`src/rtl/fpgarr_replay_pkg.sv`:
```
// Shared types and sizing helpers for the record/replay channel replayers.
// The almful margin covers both the backpressure propagation delay and the data already in flight.
package fpgarr_replay_pkg;

  typedef enum logic {
    ST_IDLE  = 1'b0,
    ST_OFFER = 1'b1
  } out_state_e;

  // Entries that may still arrive after almful is raised: PIPE_DEPTH cycles for
  // the flag to reach the backend, PIPE_DEPTH cycles of payload already in flight,
  // plus two for the registered flag and the push that raised it.
  function automatic int almful_margin(input int pipe_depth);
    return 2 * pipe_depth + 2;
  endfunction

  function automatic int credit_sat(input int credit_width);
    return (1 << credit_width) - 1;
  endfunction

endpackage

```
`src/rtl/replay_fifo.sv`:
```
// Synchronous FIFO buffering logged payloads ahead of the replay output register.
// A push into a full FIFO is accepted when a pop happens in the same cycle.
module replay_fifo #(
  parameter int WIDTH        = 32,
  parameter int DEPTH        = 16,
  parameter int ALMFUL_LEVEL = 6
) (
  input  logic                     clk,
  input  logic                     rstn,
  input  logic                     push_i,
  input  logic [WIDTH-1:0]         data_i,
  input  logic                     pop_i,
  output logic [WIDTH-1:0]         data_o,
  output logic [$clog2(DEPTH):0]   count_o,
  output logic                     full_o,
  output logic                     empty_o,
  output logic                     almful_o
);

  localparam int AW = $clog2(DEPTH);
  localparam logic [AW:0] PTR_ONE    = (AW + 1)'(1);
  localparam logic [AW:0] CNT_FULL   = (AW + 1)'(DEPTH);
  localparam logic [AW:0] CNT_ALMFUL = (AW + 1)'(ALMFUL_LEVEL);

  logic [WIDTH-1:0] mem_q [DEPTH];
  logic [AW:0]      wr_ptr_q, wr_ptr_d;
  logic [AW:0]      rd_ptr_q, rd_ptr_d;
  logic [AW:0]      count_q, count_d;
  logic             almful_q, almful_d;
  logic             push_ok, pop_ok;

  assign empty_o = (count_q == '0);
  assign full_o  = (count_q == CNT_FULL);
  assign pop_ok  = pop_i && !empty_o;
  assign push_ok = push_i && (!full_o || pop_ok);

  assign data_o   = mem_q[rd_ptr_q[AW-1:0]];
  assign count_o  = count_q;
  assign almful_o = almful_q;

  always_comb begin
    wr_ptr_d = wr_ptr_q;
    rd_ptr_d = rd_ptr_q;
    count_d  = count_q;
    if (push_ok) wr_ptr_d = wr_ptr_q + PTR_ONE;
    if (pop_ok)  rd_ptr_d = rd_ptr_q + PTR_ONE;
    case ({push_ok, pop_ok})
      2'b10:   count_d = count_q + PTR_ONE;
      2'b01:   count_d = count_q - PTR_ONE;
      default: count_d = count_q;
    endcase
    // Registered from the next count so the flag lines up with the count it reflects.
    almful_d = (count_d >= CNT_ALMFUL);
  end

  always_ff @(posedge clk) begin
    if (!rstn) begin
      wr_ptr_q <= '0;
      rd_ptr_q <= '0;
      count_q  <= '0;
      almful_q <= 1'b0;
    end else begin
      wr_ptr_q <= wr_ptr_d;
      rd_ptr_q <= rd_ptr_d;
      count_q  <= count_d;
      almful_q <= almful_d;
    end
  end

  always_ff @(posedge clk) begin
    if (push_ok) mem_q[wr_ptr_q[AW-1:0]] <= data_i;
  end

endmodule

```
`src/rtl/axichannel_replayer.sv`:
```
// Re-drives logged AXI channel payloads with valid/ready, releasing one beat per
// ordering grant and reporting each completed handshake as an end event.
//
//   state    | meaning
//   ST_IDLE  | output register empty, out_valid low
//   ST_OFFER | beat held on out_data with out_valid high until handshake
module axichannel_replayer
  import fpgarr_replay_pkg::*;
#(
  parameter int DATA_WIDTH   = 32,
  parameter int PIPE_DEPTH   = 4,
  parameter int FIFO_DEPTH   = 16,
  parameter int CREDIT_WIDTH = 8
) (
  input  logic                  clk,
  input  logic                  rstn,
  input  logic                  rplb_valid,
  input  logic [DATA_WIDTH-1:0] rplb_data,
  output logic                  rplb_almful,
  input  logic                  replay_en,
  input  logic                  rpl_grant,
  output logic                  out_valid,
  input  logic                  out_ready,
  output logic [DATA_WIDTH-1:0] out_data,
  output logic                  rple_valid,
  output logic                  err_fifo_ovf,
  output logic                  err_credit_ovf
);

  localparam int FAW = $clog2(FIFO_DEPTH);
  localparam logic [CREDIT_WIDTH-1:0] CREDIT_SAT = CREDIT_WIDTH'(credit_sat(CREDIT_WIDTH));
  localparam logic [CREDIT_WIDTH-1:0] CREDIT_ONE = CREDIT_WIDTH'(1);
  localparam logic [FAW:0]            CNT_FULL   = (FAW + 1)'(FIFO_DEPTH);

  out_state_e              state_q, state_d;
  logic [DATA_WIDTH-1:0]   data_q, data_d;
  logic [CREDIT_WIDTH-1:0] credit_q, credit_d;
  logic                    rple_q, rple_d;
  logic                    fifo_err_q, fifo_err_d;
  logic                    credit_err_q, credit_err_d;

  logic [DATA_WIDTH-1:0]   fifo_head;
  logic [FAW:0]            fifo_count;
  logic                    fifo_full, fifo_empty, fifo_almful;
  logic                    load, handshake, fifo_drop;

  replay_fifo #(
    .WIDTH        (DATA_WIDTH),
    .DEPTH        (FIFO_DEPTH),
    .ALMFUL_LEVEL (FIFO_DEPTH - almful_margin(PIPE_DEPTH))
  ) u_fifo (
    .clk      (clk),
    .rstn     (rstn),
    .push_i   (rplb_valid),
    .data_i   (rplb_data),
    .pop_i    (load),
    .data_o   (fifo_head),
    .count_o  (fifo_count),
    .full_o   (fifo_full),
    .empty_o  (fifo_empty),
    .almful_o (fifo_almful)
  );

  assign out_valid = (state_q == ST_OFFER);
  assign handshake = out_valid && out_ready;
  assign load      = (!out_valid || out_ready) && !fifo_empty && (credit_q != '0) && replay_en;
  // A pop in the same cycle frees the slot, so only a push without a load is dropped.
  assign fifo_drop = rplb_valid && fifo_full && !load;

  always_comb begin
    state_d = state_q;
    case (state_q)
      ST_IDLE:  if (load) state_d = ST_OFFER;
      ST_OFFER: if (handshake && !load) state_d = ST_IDLE;
      default:  state_d = ST_IDLE;
    endcase
  end

  always_comb begin
    data_d       = load ? fifo_head : data_q;
    rple_d       = handshake;
    credit_d     = credit_q;
    credit_err_d = credit_err_q;
    fifo_err_d   = fifo_err_q | fifo_drop;
    case ({rpl_grant, load})
      2'b10: begin
        if (credit_q == CREDIT_SAT) credit_err_d = 1'b1;
        else                        credit_d     = credit_q + CREDIT_ONE;
      end
      2'b01:   credit_d = credit_q - CREDIT_ONE;
      default: credit_d = credit_q;
    endcase
  end

  always_ff @(posedge clk) begin
    if (!rstn) begin
      state_q      <= ST_IDLE;
      data_q       <= '0;
      credit_q     <= '0;
      rple_q       <= 1'b0;
      fifo_err_q   <= 1'b0;
      credit_err_q <= 1'b0;
    end else begin
      state_q      <= state_d;
      data_q       <= data_d;
      credit_q     <= credit_d;
      rple_q       <= rple_d;
      fifo_err_q   <= fifo_err_d;
      credit_err_q <= credit_err_d;
    end
  end

  assign out_data       = data_q;
  assign rple_valid     = rple_q;
  assign rplb_almful    = fifo_almful;
  assign err_fifo_ovf   = fifo_err_q;
  assign err_credit_ovf = credit_err_q;

  // A stalled beat must not change under the consumer.
  a_offer_stable: assert property (@(posedge clk) disable iff (!rstn)
    (out_valid && !out_ready) |=> (out_valid && $stable(out_data)));

  a_count_bound: assert property (@(posedge clk) disable iff (!rstn)
    fifo_count <= CNT_FULL);

endmodule
```
`config.mk`:
```
export PLATFORM = sky130hd
export DESIGN_NAME = axichannel_replayer
export DESIGN_NICKNAME = d
export VERILOG_FILES = /design/src/rtl/fpgarr_replay_pkg.sv /design/src/rtl/replay_fifo.sv /design/src/rtl/axichannel_replayer.sv
export SDC_FILE = /design/constraint.sdc
export NUM_CORES = 1
export LEC_CHECK = 0
export BUFFER_PORTS_ARGS = -buffer_cell sky130_fd_sc_hd__buf_2
export CORE_MARGIN = 2
export CORE_UTILIZATION = 58
export CTS_BUF_LIST = sky130_fd_sc_hd__clkbuf_8
export DETAILED_ROUTE_END_ITERATION = 12
export GPL_TIMING_DRIVEN = 0
export PLACE_DENSITY_LB_ADDON = 0.2
export SKIP_CTS_REPAIR_TIMING = 1
export SLEW_MARGIN = 20
export SYNTH_ARGS = -nofsm -noshare
export SYNTH_HDL_FRONTEND = slang
export SYNTH_SLANG_ARGS = --single-unit
```
`constraint.sdc`:
```
create_clock -name clk -period 3.6 [get_ports clk]
set_input_delay 0.18 -clock clk [delete_from_list [all_inputs] [get_ports clk]]
set_output_delay 0.18 -clock clk [all_outputs]
set_load 0.05 [all_outputs]
```
==> Yosys cells after proc, flatten, opt, wreduce, memory -nomap -nowiden <==
Memory sizes are Yosys's and may differ from the RTL's. A register that Yosys moved wholly into a read port is not among the register bits.
Index checks and enable logic that the tools add are counted.
{ "totals": {"register_bits": 28, "latch_bits": 0, "mem_bits_rw": 512, "romBits": 0, "in_bits": 38, "out_inout_bits": 37, "word_cells": 55, "mem_count": 1} }
{ "op_classes": {"add_sub_neg": 6, "n_mul": 0, "n_div": 0, "order_cmp": 1, "n_eq_ne": 7, "shift": 0, "muxes": 8, "bitwise": 2, "n_reduce_logical": 21} }
{ "mem_list": {"columns": ["name", "words", "width", "rd", "rd_ports_with_merged_regs", "write_ports", "line_no", "source"], "rows": [
  ["u_fifo.mem_q", 16, 32, 1, 1, 1, "replay_fifo.sv:25", "logic [WIDTH-1:0] mem_q [DEPTH];"]
]} }
{ "ops": {"columns": ["cell", "n"], "rows": [
  ["one-hot mux 8 bit (2 select lines)", 1],
  ["adder 5 x 1 -> 5 bit, second input constant", 3],
  ["one-hot mux 5 bit (2 select lines)", 1],
  ["logical AND 1 bit", 9],
  ["adder 8 x 1 -> 8 bit, second input constant", 1],
  ["== test 8 bit, second input constant", 1],
  ["two-way mux 8 bit", 1],
  ["nonzero test 8 bit", 1],
  ["subtractor 8 x 1 -> 8 bit, second input constant", 1],
  ["== test 5 bit, second input constant", 1],
  ["greater-or-equal comparator 5 x 3 -> 1 bit, second input constant", 1],
  ["logical NOT 1 bit", 5],
  ["logical NOT 5 bit", 1],
  ["subtractor 5 x 1 -> 5 bit, second input constant", 1],
  ["== test 2 x 1 -> 1 bit, second input constant", 2],
  ["== test 2 bit, second input constant", 2],
  ["two-way mux 1 bit", 4],
  ["AND reduction 2 bit", 2],
  ["logical OR 1 bit", 2],
  ["inequality test 2 bit, second input constant", 1],
  ["one-hot mux 1 bit (2 select lines)", 1],
  ["nonzero test 2 bit", 1],
  ["inverter 1 bit", 1],
  ["OR 1 bit", 1]
]} }

==> Logic depth before layout (Yosys ltp) <==
{ "logic_depth": {"depth_word": 11, "mapped_depth": 14, "ltp_nobuf": 12} }

==> Modules after synthesis <==
A second synthesis with hierarchy kept.
{ "hier_totals": {"hier_cells": 1035, "area_unflattened_um2": 22306.4} }
{ "modules_own_cells": {"columns": ["module", "instances", "cells_per_inst", "area_per_inst_um2", "seq_area_each_um2"], "rows": [
  ["replay_fifo", 1, 844, 20274.4, 15735.1],
  ["axichannel_replayer", 1, 191, 2031.9, 880.8]
]} }

==> Worst setup path after synthesis <==
No wires, ideal clock.
{ "synth_timing": {"kind": "register to register", "startpoint": "reg state_q (netlist: out_valid)", "endpoint": "mem u_fifo.mem_q[0][0], enable pin", "setup_time_ps": 461, "arrival_time_ps": 3414, "slack_ps": -275, "stages_incl_launch_ff": 6, "path_buffers": 0, "cell_sequence": "dfxtp_1 inv_1 o221a_4 o21a_4 nand2_1 nor3_1"} }
{ "synth_via": {"elab_chain_len": 10} }
{ "synth_rtl": {"columns": ["item", "line_no", "source"], "rows": [
  ["start, declared", "axichannel_replayer.sv:35", "out_state_e state_q, state_d;"],
  ["start signal, assigned", "axichannel_replayer.sv:104", "state_q <= state_d;"],
  ["logical NOT 1 bit", "axichannel_replayer.sv:66", "assign load = (!out_valid || out_ready) && !fifo_empty && (credit_q != '0) && replay_en;"],
  ["logical OR 1 bit", "axichannel_replayer.sv:66", null],
  ["logical AND 1 bit (3 in a row)", "axichannel_replayer.sv:66", null],
  ["logical AND 1 bit", "replay_fifo.sv:34", "assign pop_ok = pop_i && !empty_o;"],
  ["logical OR 1 bit", "replay_fifo.sv:35", "assign push_ok = push_i && (!full_o || pop_ok);"],
  ["logical AND 1 bit", "replay_fifo.sv:35", null],
  ["two-way mux 1 bit", "replay_fifo.sv:71", "if (push_ok) mem_q[wr_ptr_q[AW-1:0]] <= data_i;"],
  ["two-way mux 1 bit (not written as such)", "replay_fifo.sv:71", null],
  ["end, declared", "replay_fifo.sv:25", null]
]} }
No other way between the ends.

==> Final worst setup path <==
{ "layout_timing": {"startpoint": "reg credit_q[6]", "endpoint": "reg u_fifo.almful_q (netlist: u_fifo.almful_o)"} }
{ "layout_via": {"elab_chain_len": 9, "elab_cells_between_ends": 10, "cone_classes": "order compare (1); eq/ne (2); mux (1); reduce/logical (6)"} }
{ "layout_rtl": {"columns": ["item", "line_no", "source"], "rows": [
  ["start, declared", "axichannel_replayer.sv:37", "logic [CREDIT_WIDTH-1:0] credit_q, credit_d;"],
  ["start signal, assigned", "axichannel_replayer.sv:106", "credit_q <= credit_d;"],
  ["nonzero test 8 bit (*)", "axichannel_replayer.sv:66", null],
  ["logical AND 1 bit (*) (2 in a row)", "axichannel_replayer.sv:66", null],
  ["logical AND 1 bit (*)", "replay_fifo.sv:34", null],
  ["logical OR 1 bit", "replay_fifo.sv:35", null],
  ["logical AND 1 bit", "replay_fifo.sv:35", null],
  ["== test 2 x 1 -> 1 bit / == test 2 bit (equally long branches)", "replay_fifo.sv:47", "case ({push_ok, pop_ok})"],
  ["one-hot mux 5 bit (2 select lines) (*)", "replay_fifo.sv:47", null],
  ["greater-or-equal comparator 5 x 3 -> 1 bit (*)", "replay_fifo.sv:53", "almful_d = (count_d >= CNT_ALMFUL);"],
  ["end signal, assigned", "replay_fifo.sv:66", "almful_q <= almful_d;"],
  ["end, declared", "replay_fifo.sv:29", "logic almful_q, almful_d;"]
]} }
Every way passes the cells marked *; elsewhere a longest branch is shown, timed or not.
A chain may end at the register's enable or synchronous reset.

==> results.md <==
| Result | Reported |
|:---|:---|
| Ys async rst share | 0% |
| Final Non-Filler Cells | 1883 |
| Syn_area_per_cell | 20.4 sq um |
| Number of synthesized register bits | 570 |
| Initial core utilization | 58.5% |
| Time the worst path needs with I/O delays and setup | 3370 ps |
| Share of the clock period used by the worst path | 93.7% |
| Leak Pwr | 8.46 nW |
| Post-route ant nets | 0 |
| Share of Yosys cell area claimed by the top area cell type | 70.3% |
| Path category of the worst min-delay check | input pin to flop |
| Max-cap viol count | 0 |
| Ys Warns | 0 |
| Number of flops mapped to enable cells by yosys | 512 |
| Cells taking the most area after synthesis | sky130_fd_sc_hd__edfxtp_1, sky130_fd_sc_hd__mux4_2, sky130_fd_sc_hd__dfxtp_1 |
| Number of remaining DRC errors | 0 |
| Clock power frac | 29.5% |
| # diodes | 0 |
| Commonest cells after routing, fill and taps aside | sky130_fd_sc_hd__edfxtp_1, sky130_fd_sc_hd__mux4_2, sky130_fd_sc_hd__clkbuf_8, sky130_fd_sc_hd__buf_2, sky130_fd_sc_hd__dfxtp_1 |
| Post-place instance area | 0.0236 sq mm |
| X dimension of the die | 198 um |
| Run status | finished, final reports clean |
| Maximum single-stage delay on the critical path | 580 ps |
| Headroom to the max-slew limit | 32.5% |
| CP Buf/Inv Count | 1 |
| Die height | 198 um |
| Vias in the first global route | 11600 |
| Number of buffers added on ports | 74 |
| Average wire per cell in the routed design | 26.3 um |
| Met2 Routed Length | 24400 um |
| Worst-path cell chain | or4_4 > o221a_4 > o21a_4 > inv_2 > ha_2 > xor2_1 > ha_1 > a21oi_1 > mux2i_1 > xor2_1 > nor3_1 > or3_1 |
| Clock edge transition at the registers on the reported setup and hold paths | 60 ps |
| Number of slew-limit violations in the final report | 0 |
| Met3 routed wirelength | 4090 um |
| Detailed-placement wirelength estimate | 31500 um |
| Floorplan die area | 0.0393 sq mm |
| Setup repair after global routing missed its margin | no |
| Final-layout fill cell count | 2382 |
| Unique masters post-synth | 56 |
| Multi-input gate area in the final layout | 0.00510 sq mm |
| Number of setup violations in the final report | 0 |
| Total Nets Final | 1356 |
| GRT overflow | 0 |
| Number of buffers created by CTS | 87 |
| P_int | 11.8 mW |
| Worst Max-Slew Pin Slew | 1010 ps |
| Cell area after synthesis | 0.0219 sq mm |
| Cell with the largest stage delay on the worst path | sky130_fd_sc_hd__or4_4 |
| Final-report hold violation count | 0 |
| Maximum VDD drop | 0.373 mV |
| Pin count of the biggest net entering global routing | 21 |
| Number of antenna violations at the first check in global routing | 0 |
| Starting DRT DRC Count | 1192 |
| GP Congestion | 0.767 |
| CTS Buffer Depth | 3 |
| Final instance area | 0.0256 sq mm |
| Total power per unit cell area | 654 mW/mm^2 |
| Crit-path leading delay family | simple AND/OR/NAND/NOR gates |
| Reg power frac | 46.1% |
| Sequential cell area fraction in the yosys report | 75.6% |
| Max Clock Freq | 0.297 GHz |
| Net load switching power | 4.90 mW |
| Leading area contributor after synthesis | sky130_fd_sc_hd__edfxtp_1 |
| Crit path required time | 4100 ps |
| Element type at the critical path end | flop |
| Aggregate global-route resource usage | 26.1% |
| Number of clock sinks | 570 |
| Clock H-tree levels | 3 |
| Top flip-flop cell by instance count after synthesis | sky130_fd_sc_hd__edfxtp_1 |
| Worst skew pair latency | 630 ps |
| Clock Root Buffer | sky130_fd_sc_hd__clkbuf_8 |
| Area of the placeable core | 0.0374 sq mm |
| Layout cells sized above 1 | 29.6% |
| Top sig layer | met4 |
| Count of vias placed by the detailed router | 11700 |
| CP arrival | 3880 ps |
| WS Path Type | flop to flop |
| Sum of routed wire length over all layers | 49600 um |
| Net count after synthesis | 1127 |
| Clock tree from TritonCTS | built |
| Max FO, Critical Path | 9 |
| Register cell area after layout | 0.0165 sq mm |
| Layout overhead on the synthesized area | 17.1% |
| Met1 WL | 20200 um |
| Switching share of power | 29.3% |
| Worst clock skew on the final layout | 21.5 ps |
| Global-route wire length before repair | 73000 um |
| Total instance count after detailed placement | 1687 |
| Startpoint types | flop |
| Number of I/O pins | 75 |
| Combinational share of power | 24.4% |
| Most common library cell in the layout ignoring fill and taps | sky130_fd_sc_hd__edfxtp_1 |
| Std cell rows | 71 |
| Vias/cell | 6.19 |
| Cell mode on critical path | sky130_fd_sc_hd__xor2_1 |
| Cell count after synthesis | 1074 |
| Number of detailed-routing iterations run before antenna repair | 5 |
-- worst reg2reg max path: stages (launching register included) --
cell and delay, ps:
sky130_fd_sc_hd__dfxtp_1 360, sky130_fd_sc_hd__or4_4 580, sky130_fd_sc_hd__o221a_4 300, sky130_fd_sc_hd__o21a_4 260, sky130_fd_sc_hd__inv_2 100, sky130_fd_sc_hd__ha_2 280, sky130_fd_sc_hd__xor2_1 90, sky130_fd_sc_hd__ha_1 220
sky130_fd_sc_hd__a21oi_1 180, sky130_fd_sc_hd__mux2i_1 240, sky130_fd_sc_hd__xor2_1 240, sky130_fd_sc_hd__nor3_1 70, sky130_fd_sc_hd__or3_1 310
-- worst paths after layout --
| check | cells after the start | start | end | slack (ps) |
|---|---|---|---|---|
| worst max-delay path | 12 | credit_q[6] | u_fifo.almful_o | 230 |
| worst min register to register | 2 | out_data[2] | out_data[2] | 470 |
| worst min-delay path | 5 | replay_en | out_valid | 8 |
| worst max register to register | 12 | credit_q[6] | u_fifo.almful_o | 230 |
-- power groups by stage --
stage / registers [mW] / logic, mW / clock network, mW
after floorplan: 8.25 / 2.52 / 0
after global placement: 7.84 / 3.88 / 0
after detailed placement: 7.84 / 4.02 / 0
after CTS: 7.71 / 4.03 / 5.01
after global routing: 7.74 / 4.37 / 5.29
final: 7.71 / 4.08 / 4.94
-- area by class of cell --
cell class	count	share of cell area (%)
well taps	511	2.50
multi-input cells	429	19.9
plain buffers	61	1.25
clock buffers	96	5.16
flip-flops and latches	570	64.6
clock inverters	62	1.14
repair buffers	141	5.25
inverters	13	0.191
-- metrics by stage --
| step | hold slack, ps | power, mW | setup slack (ps) | util, % | setup TNS [ps] |
|---|---|---|---|---|---|
| 3_5_place_dp | 458 | 11.9 | -302 | 63.1 | -302 |
| 4_1_cts | -132 | 16.8 | -330 | 67.4 | -355 |
| 3_3_place_gp | 455 | 11.7 | -1110 | 61.2 | -413150 |
| 5_1_grt | 24.8 | 17.4 | 24.4 | 68.5 | 0 |
| 2_1_floorplan | 279 | 10.8 | 388 | - | 0 |
| 6_report | 7.67 | 16.7 | 228 | 68.5 | 0 |
-- synthesized netlist by cell type, types with 2 or more instances --
cell type,count
sky130_fd_sc_hd__edfxtp_1,512
sky130_fd_sc_hd__mux4_2,128
sky130_fd_sc_hd__dfxtp_1,58
sky130_fd_sc_hd__nand2_1,44
sky130_fd_sc_hd__a221oi_1,34
sky130_fd_sc_hd__nor2_1,34
sky130_fd_sc_hd__clkbuf_1,33
sky130_fd_sc_hd__a22o_1,32
sky130_fd_sc_hd__o22ai_1,32
sky130_fd_sc_hd__buf_2,18
sky130_fd_sc_hd__a21oi_1,14
sky130_fd_sc_hd__ha_1,14
sky130_fd_sc_hd__inv_1,11
sky130_fd_sc_hd__nand3_1,10
sky130_fd_sc_hd__nor3_1,10
sky130_fd_sc_hd__buf_6,9
sky130_fd_sc_hd__mux2i_1,7
sky130_fd_sc_hd__o21ai_0,7
sky130_fd_sc_hd__xor2_1,6
sky130_fd_sc_hd__nor2b_1,5
sky130_fd_sc_hd__xnor2_1,5
sky130_fd_sc_hd__nand2b_1,4
sky130_fd_sc_hd__a21o_1,3
sky130_fd_sc_hd__and3_1,3
sky130_fd_sc_hd__o21a_1,3
sky130_fd_sc_hd__a211o_1,2
sky130_fd_sc_hd__buf_1,2
sky130_fd_sc_hd__inv_2,2
sky130_fd_sc_hd__nand4_1,2
sky130_fd_sc_hd__nor4_1,2
sky130_fd_sc_hd__or3_1,2
sky130_fd_sc_hd__or4_4,2
-- routing by layer --
layer / vias up / global-route usage (%)
li1: 4962 / -
met1: 6092 / 36.9
met2: 540 / 41.9
met3: 61 / 5.13
met4: 0 / 7.88
met5: - / 0
-- cells by family (layout without fill, tap and decap cells) --
family / after synthesis / after routing / share of synthesized area (%)
flip-flops: 570 / 570 / 75.6
AO/OA/AOI/OAI: 143 / 143 / 5.17
multiplexers: 135 / 135 / 13.5
AND/OR/NAND/NOR: 125 / 125 / 2.66
buffers and inverters: 75 / 373 / 1.70
adder cells (fa/ha/maj): 15 / 15 / 0.893
XOR/XNOR: 11 / 11 / 0.441
-- flip-flops by register name, summed over array words and instances, names as in the netlist --
| signal | count |
|---|---|
| u_fifo.almful_o | 1 |
| out_data | 32 |
| u_fifo.mem_q | 512 |
| u_fifo.count_o | 5 |
| out_valid | 1 |
| u_fifo.wr_ptr_q | 4 |
| credit_q | 8 |
| err_fifo_ovf | 1 |
| u_fifo.rd_ptr_q | 4 |
| err_credit_ovf | 1 |
| rple_valid | 1 |
(Power assumes the default switching activity.)
